## src/rtl/popcount_sequencer.sv

```systemverilog
// Multi-cycle ones counter: feeds a captured operand nibble-by-nibble (LSB first)
// through a 4-input ones-count encoder. Optional feature macro: POPSEQ_DUAL_LANE_EN.

module popcount_enc4 (
  input  logic [3:0] nibble,
  output logic [2:0] ones
);
  always_comb begin
    ones = {2'b00, nibble[0]} + {2'b00, nibble[1]} + {2'b00, nibble[2]} + {2'b00, nibble[3]};
  end
endmodule

module popcount_sequencer #(
  parameter int unsigned NIBBLES = 4,
  parameter int unsigned CW      = 5
) (
  input  logic                 Clock,
  input  logic                 Reset,
  input  logic                 Start,
  input  logic [4*NIBBLES-1:0] Data,
  output logic                 Busy,
  output logic                 Done,
  output logic [CW-1:0]        Count
);

`ifdef POPSEQ_DUAL_LANE_EN
  localparam int unsigned LANES = 2;
`else
  localparam int unsigned LANES = 1;
`endif
  localparam int unsigned W     = 4 * NIBBLES;
  localparam int unsigned STEPS = NIBBLES / LANES;
  localparam int unsigned IW    = (STEPS > 1) ? $clog2(STEPS) : 1;

  generate
    if ((NIBBLES % LANES) != 0) begin : g_cfg_err
      $error("popcount_sequencer: NIBBLES must be even when POPSEQ_DUAL_LANE_EN is defined");
    end
  endgenerate

  typedef enum logic [1:0] {
    S_IDLE = 2'd0,
    S_RUN  = 2'd1,
    S_DONE = 2'd2
  } state_t;

  state_t          state_q, state_d;
  logic [W-1:0]    shreg_q, shreg_d;
  logic [IW-1:0]   idx_q, idx_d;
  logic [CW-1:0]   acc_q, acc_d;
  logic [CW-1:0]   count_q, count_d;
  logic [CW-1:0]   step_sum;
  logic [2:0]      ones0;

  popcount_enc4 u_enc0 (
    .nibble (shreg_q[3:0]),
    .ones   (ones0)
  );

`ifdef POPSEQ_DUAL_LANE_EN
  logic [2:0] ones1;

  popcount_enc4 u_enc1 (
    .nibble (shreg_q[7:4]),
    .ones   (ones1)
  );

  always_comb begin
    step_sum = CW'(ones0) + CW'(ones1);
  end
`else
  always_comb begin
    step_sum = CW'(ones0);
  end
`endif

  always_comb begin
    state_d = state_q;
    shreg_d = shreg_q;
    idx_d   = idx_q;
    acc_d   = acc_q;
    count_d = count_q;
    unique case (state_q)
      S_IDLE: begin
        if (Start) begin
          shreg_d = Data;
          acc_d   = '0;
          idx_d   = '0;
          state_d = S_RUN;
        end
      end
      S_RUN: begin
        acc_d   = acc_q + step_sum;
        shreg_d = shreg_q >> (4 * LANES);
        idx_d   = idx_q + IW'(1);
        // Count takes the sum including the final step on the edge into DONE.
        if (idx_q == IW'(STEPS - 1)) begin
          count_d = acc_q + step_sum;
          state_d = S_DONE;
        end
      end
      S_DONE: begin
        state_d = S_IDLE;
      end
      default: begin
        state_d = S_IDLE;
      end
    endcase
  end

  always_ff @(posedge Clock) begin
    if (Reset) begin
      state_q <= S_IDLE;
      shreg_q <= '0;
      idx_q   <= '0;
      acc_q   <= '0;
      count_q <= '0;
    end else begin
      state_q <= state_d;
      shreg_q <= shreg_d;
      idx_q   <= idx_d;
      acc_q   <= acc_d;
      count_q <= count_d;
    end
  end

  assign Busy  = (state_q == S_RUN);
  assign Done  = (state_q == S_DONE);
  assign Count = count_q;

endmodule

```

## config.mk

```make
export PLATFORM = sky130hd
export DESIGN_NAME = popcount_sequencer
export DESIGN_NICKNAME = d
export VERILOG_FILES = /design/src/rtl/popcount_sequencer.sv
export SDC_FILE = /design/constraint.sdc
export NUM_CORES = 1
export LEC_CHECK = 0
export BUFFER_PORTS_ARGS = -buffer_cell sky130_fd_sc_hd__buf_2
export CAP_MARGIN = 25
export CORE_MARGIN = 1.5
export CORE_UTILIZATION = 50
export CTS_CLUSTER_SIZE = 28
export DETAILED_ROUTE_END_ITERATION = 7
export PLACE_DENSITY = 0.79
export SYNTH_ARGS = -nofsm -noshare
export SYNTH_HDL_FRONTEND = slang
export SYNTH_SLANG_ARGS = --single-unit
```

## constraint.sdc

```tcl
create_clock -name Clock -period 6.2 [get_ports Clock]
set_input_delay 0.31 -clock Clock [delete_from_list [all_inputs] [get_ports Clock]]
set_output_delay 0.31 -clock Clock [all_outputs]
set_load 0.02 [all_outputs]
```

==> results.py, run 1 <==
metrics = {
    "global_route": {
        "grt_pass1_wl_um": 4820,
        "grt_pass1_vias": 1118,
        "antenna_found_initial": 0,
        "grt_max_degree": 34,
        "grt.total_usage_pct": 18.7,
        "grt_overflow": 0,
    },
    "outcome": {
        "outcome": "completed",
    },
    "worst_setup_path": {
        "critPathTopFamily": "adder cells",
        "cp.arrival_ns": 2.62,
        "path_cells": "ha_1 > inv_1 > fa_1 > inv_1 > ha_1 > fa_1 > a21o_1 > a32oi_1 > a211oi_1",
        "endpoint_kind": "register",
        "slowest_delay_ns": 0.47,
        "critical-path-slowest-cell": "fa_1",
        "path_class": "register to register",
        "critPathLaunchType": "register",
        "cp_max_fo": 3,
        "cp_data_required_time_ns": 6.41,
        "crit_buf_inv": 2,
    },
    "synth": {
        "synthArstFlopShare_pct": 0,
        "ys_ff_latch": 30,
        "ys.flop_type": "dfxtp_1",
        "syn_avg_cell_area_um2": 9.42,
        "syn_inst": 169,
        "ys_seq_area_share_pct": 37.7,
        "syn-cell-area_mm2": 0.00159,
        "synth_cell_types": 44,
        "yosysWarnings": 0,
        "syn_nets": 196,
        "synth_top_cell_area_share_pct": 37.7,
        "synth_top_cell_by_area": "dfxtp_1",
        "ys_top_cells_by_area": "dfxtp_1, nand2_1, a311oi_2",
        "synth_edf_count": 0,
    },
    "clock_network": {
        "clk_latency_ns": 0.34,
        "cts_buffer_depth": 2,
        "h-tree-depth": 2,
        "cts_hold_buf": 0,
        "cts_setup_buffers": 0,
        "numClockSinks": 30,
        "cts_root_buf": "clkbuf_4",
        "clkTransAtPathRegs_ns": 0.10,
        "numCtsBuffers": 5,
        "cts_resized": 0,
        "cts_tree": "built",
    },
    "die": {
        "row_count": 20,
        "start_util_pct": 52.6,
        "die-area_mm2": 0.00353,
        "die_w_um": 59.4,
        "dieHeight_um": 59.4,
        "core_area_mm2": 0.00303,
        "boundaryPins": 26,
    },
    "run": {
        "drv_cap": 0,
    },
    "sta": {
        "final-setup-viol-count": 0,
        "finalWorstSetupSlack_ns": 3.79,
        "rsz0062_at_grt": "no",
        "whs_ns": 0.219,
        "fmax_mhz": 415,
        "hold_viol": 0,
        "fin_tns_setup_ns": 0,
        "fin_crit_ns": 2.41,
        "clock_skew_ns": 0.0100,
        "slew_headroom_pct": 56.6,
        "period_share_pct": 38.9,
        "drv_slew": 0,
        "worst_pin_slew_ns": 0.651,
    },
    "cells_and_area": {
        "area_delta_synth_final_pct": 8.72,
        "post-route-util_pct": 57.2,
        "diodes": 0,
        "nNetsFinal": 216,
        "fin_area_mm2": 0.00173,
        "drive_gt1_share_pct": 30.5,
    },
    "route": {
        "vias_per_cell": 5.31,
        "drcViolationCount": 0,
        "detail-route-antenna-nets": 0,
        "dr.pass1.iters": 6,
        "first_iter_violations": 35,
        "wire_per_inst_um": 12.8,
        "routed_wl_um": 3000,
        "num_vias": 1243,
    },
    "place": {
        "io_buffer_count": 25,
        "gp_congestion": 0.751,
        "post-place-ws_ns": 3.81,
        "postPlaceCellArea_mm2": 0.00166,
        "place_hpwl_um": 2010,
    },
    "power": {
        "leakagePower_nw": 0.723,
        "max-vdd-ir-drop_uv": 146,
        "cellPowerDensity_mw_per_mm2": 231,
    },
    "worst_hold_path": {
        "hold_path.class": "primary input to register",
    },
}
[final timing paths]
path / start / endpoint / slack [ns] / cells past startpoint
hold reg to reg: shreg_q[4]$_SDFFE_PP0P_ / shreg_q[0]$_SDFFE_PP0P_ / 0.48 / 2
setup reg to reg: shreg_q[0]$_SDFFE_PP0P_ / Count[4]$_SDFFE_PP0P_ / 3.79 / 9
hold / removal: Data[3] / shreg_q[3]$_SDFFE_PP0P_ / 0.22 / 3
setup / recovery: shreg_q[0]$_SDFFE_PP0P_ / Count[4]$_SDFFE_PP0P_ / 3.79 / 9
[state kept, by name, indices dropped and copies added, names as in the netlist]
name and count:
Count 5, acc_q 5, idx_q 2, shreg_q 16, state_q 2
[where the power goes]
part	switching [mW]	leakage, nW	internal [mW]
clock network	0.0700	0.0353	0.0548
registers	0.00846	0.246	0.204
logic	0.0362	0.442	0.0277
[through the flow]
step | total power [mW] | cells
after global routing | 0.420 | 234
after floorplan | 0.270 | 169
after CTS | 0.402 | 233
after detailed placement | 0.279 | 225
after global placement | 0.278 | 225
final | 0.401 | 234
[cell usage after synthesis, types with 2 or more instances]
cell	number
nand3_1	2
mux2i_1	3
a22oi_1	4
dfxtp_1	30
clkbuf_1	2
a211oi_1	2
nor2_2	7
buf_6	4
nand3b_1	4
nor2b_1	2
fa_1	2
a311oi_1	5
nand2b_1	3
nand2_1	29
nor2_1	15
inv_1	7
buf_2	2
a21oi_1	5
a311oi_2	7
a21o_2	3
ha_1	6
nand4_1	2
buf_4	2
[layout make-up]
cell class                 count  area, um2
inverter                       8       35.0
tap                           44       55.1
sequential                    30        601
timing repair buffer          26        140
fill                         276       1300
clock inverter                 1       5.00
multi-input combinational    118        841
clock buffer                   7       55.1
[logic make-up after synthesis]
group,share of synthesized area (%)
compound gates,21.2
xor+xnor,0.550
fa+ha+maj,7.23
buf+inv,9.50
flops,37.7
mux,1.89
simple gates,21.9
[worst min-delay path, delay by kind of cell]
family          cells  cell delay (ns)
buf+inv             1             0.09
compound gates      1             0.07
simple gates        1             0.05
[cell usage in the layout (no fill, tap or decap), types with 3 or more instances in the layout]
| cell | count |
|---|---|
| a311oi_2 | 7 |
| a21o_2 | 3 |
| a22oi_1 | 4 |
| nand3b_1 | 4 |
| nor2_1 | 15 |
| buf_2 | 25 |
| a311oi_1 | 5 |
| nand2_1 | 29 |
| inv_1 | 7 |
| dfxtp_1 | 30 |
| nor2_2 | 7 |
| a21oi_1 | 5 |
| clkbuf_4 | 5 |
| nand2b_1 | 3 |
| ha_1 | 6 |
| mux2i_1 | 3 |
[metal layers]
layer	track usage (%)	share of wire, %
met2	30.6	49
met4	12.3	2.8
met3	4.59	3.0
met1	21.4	45
met5	0	0
No activity file was read; power rests on OpenSTA's default activity.
==> run 2, diff against run 1 <==
--- a/config.mk
+++ b/config.mk
@@ -11,7 +11,7 @@
 export CORE_UTILIZATION = 50
 export CTS_CLUSTER_SIZE = 28
 export DETAILED_ROUTE_END_ITERATION = 7
-export PLACE_DENSITY = 0.79
+export PLACE_DENSITY = 0.82
 export SYNTH_ARGS = -nofsm -noshare
 export SYNTH_HDL_FRONTEND = slang
 export SYNTH_SLANG_ARGS = --single-unit
==> constraint.sdc (replaced) <==
create_clock -name Clock -period 2.2 [get_ports Clock]
set_input_delay 0.11 -clock Clock [delete_from_list [all_inputs] [get_ports Clock]]
set_output_delay 0.11 -clock Clock [all_outputs]
set_load 0.02 [all_outputs]
==> results.py, run 2 (same netlist as run 1, synthesis figures left out) <==
metrics = {
    "route": {
        "detail-route-antenna-nets": 0,
        "routed_wl_um": 3130,
        "first_iter_violations": 27,
        "vias_per_cell": 5.39,
        "wire_per_inst_um": 13.4,
        "num_vias": 1261,
        "drcViolationCount": 0,
        "dr.pass1.iters": 4,
    },
    "worst_hold_path": {
        "holdPathEnd": "shreg_q[1]$_SDFFE_PP0P_",
        "hold_path_startpoint": "Data[1]",
        "worstHoldPathCells": 3,
        "hold_path.class": "primary input to register",
    },
    "sta": {
        "drv_slew": 0,
        "slew_headroom_pct": 56.0,
        "hold_viol": 0,
        "final-setup-viol-count": 5,
        "clock_skew_ns": 0.00618,
        "whs_ns": 0.0424,
        "period_share_pct": 106,
        "rsz0062_at_grt": "yes",
        "fin_tns_setup_ns": -0.503,
        "fmax_mhz": 430,
        "finalWorstSetupSlack_ns": -0.125,
        "fin_crit_ns": 2.32,
        "worst_pin_slew_ns": 0.659,
    },
    "worst_setup_path": {
        "rrSetupSlack_ns": -0.12,
        "critPathLaunchType": "register",
        "path_cells": "ha_4 > inv_2 > fa_1 > inv_2 > ha_4 > fa_2 > a21o_1 > a32oi_2 > a211oi_2",
        "rr_worst_depth": 9,
        "slowest_delay_ns": 0.48,
        "critPathTopFamily": "adder cells",
        "cp.arrival_ns": 2.51,
        "worstReg2RegEnd": "Count[4]$_SDFFE_PP0P_",
        "cp_data_required_time_ns": 2.39,
        "path_class": "register to register",
        "endpoint_kind": "register",
        "cp_max_fo": 3,
        "timing.rr.start": "shreg_q[1]$_SDFFE_PP0P_",
        "crit_buf_inv": 2,
        "critical-path-slowest-cell": "fa_1",
    },
    "cells_and_area": {
        "post-route-util_pct": 59.3,
        "seqCellArea_um2": 603,
        "fin_area_mm2": 0.00180,
        "multi_input_area_um2": 901,
        "regMostFlops": "shreg_q",
        "diodes": 0,
        "final_cell_count_no_fill": 234,
        "nNetsFinal": 218,
        "layout_common_cells": "nand2_1, dfxtp_1, buf_2",
        "drive_gt1_share_pct": 37.4,
        "fill_cells": 277,
        "largest_reg_flops": 16,
        "layout_commonest_cell": "nand2_1",
        "area_delta_synth_final_pct": 12.8,
    },
    "global_route": {
        "busiest_layer": "met2",
        "grt_max_degree": 34,
        "grt_pass1_wl_um": 5230,
        "grt.total_usage_pct": 20.5,
        "grt_pass1_vias": 1207,
        "met2_usage_pct": 32.3,
        "grt_util_met1_pct": 24.9,
        "antenna_found_initial": 0,
        "grt_overflow": 0,
        "use_met3_pct": 5.02,
    },
    "clock_network": {
        "cts_root_buf": "clkbuf_4",
        "h-tree-depth": 2,
        "clkTransAtPathRegs_ns": 0.08,
        "cts_buffer_depth": 2,
        "cts_tree": "built",
        "clk_latency_ns": 0.33,
        "numCtsBuffers": 5,
        "numClockSinks": 30,
    },
    "power": {
        "leakagePower_nw": 0.718,
        "max-vdd-ir-drop_uv": 311,
        "netSwitchingPower_mw": 0.316,
        "pwr-share-comb_pct": 18.4,
        "power_frac_seq_pct": 53.3,
        "p_int_mw": 0.813,
        "power_mw": 1.13,
        "pwr-share-clk_pct": 28.3,
        "cellPowerDensity_mw_per_mm2": 628,
        "swShare_pct": 28.0,
    },
    "run": {
        "drv_cap": 0,
    },
    "place": {
        "io_buffer_count": 25,
        "postPlaceCellArea_mm2": 0.00168,
        "post-place-ws_ns": -0.167,
        "place_hpwl_um": 2120,
        "dp.cells": 227,
        "gp_congestion": 0.765,
    },
    "outcome": {
        "violations": "setup timing",
        "outcome": "finished with violations",
    },
    "die": {
        "boundaryPins": 26,
        "row_count": 20,
        "start_util_pct": 52.6,
        "dieHeight_um": 59.4,
        "die-area_mm2": 0.00353,
        "core_area_mm2": 0.00303,
        "die_w_um": 59.4,
    },
}
[run 2: tightest hold or removal path: cells and delay by family]
kind                   cells  cell delay [ns]
AOI/OAI and AO/OA          1             0.08
buffers and inverters      1             0.10
and+or+nand+nor            1             0.04
[run 2: area by class of cell]
type	count	area share [%]
multi-input combinational	118	50.1
sequential	30	33.6
timing repair buffer	28	8.43
tap	44	3.06
clock buffer	6	2.86
inverter	8	1.95
[run 2: routing by layer]
| layer | up-vias | share of wire [%] |
|---|---|---|
| li1 | 637 | - |
| met5 | - | 0 |
| met2 | 26 | 48 |
| met3 | 9 | 4.6 |
| met4 | 0 | 2.9 |
| met1 | 589 | 45 |
[run 2: how the worst max path moves through the flow]
| stage | from | slack [ns] | endpoint | cells after the start |
|---|---|---|---|---|
| floorplan | shreg_q[0]$_SDFFE_PP0P_ | 0.002 | Count[4]$_SDFFE_PP0P_ | 9 |
| global route | shreg_q[1]$_SDFFE_PP0P_ | -0.20 | acc_q[2]$_SDFFE_PP0P_ | 10 |
| global placement | shreg_q[0]$_SDFFE_PP0P_ | -0.07 | Count[4]$_SDFFE_PP0P_ | 9 |
| CTS | shreg_q[1]$_SDFFE_PP0P_ | -0.11 | Count[4]$_SDFFE_PP0P_ | 9 |
| finish | shreg_q[1]$_SDFFE_PP0P_ | -0.12 | Count[4]$_SDFFE_PP0P_ | 9 |
| detailed placement | shreg_q[1]$_SDFFE_PP0P_ | -0.17 | Count[4]$_SDFFE_PP0P_ | 9 |
[run 2: what timing repair did]
| action | CTS | global route |
|---|---|---|
| pin swaps | 4 | 2 |
| hold buffers | 0 | 0 |
| setup buffers | 1 | 0 |
| gates resized for setup | 10 | 2 |
| endpoints found under the setup margin | 5 | 7 |
[run 2: power by group through the flow]
stage / clock, mW / sequential (mW) / combinational, mW
finish: 0.320 / 0.602 / 0.208
global route: 0.349 / 0.607 / 0.232
CTS: 0.328 / 0.602 / 0.207
detailed placement: 0 / 0.611 / 0.186
global placement: 0 / 0.609 / 0.180
floorplan: 0 / 0.602 / 0.160
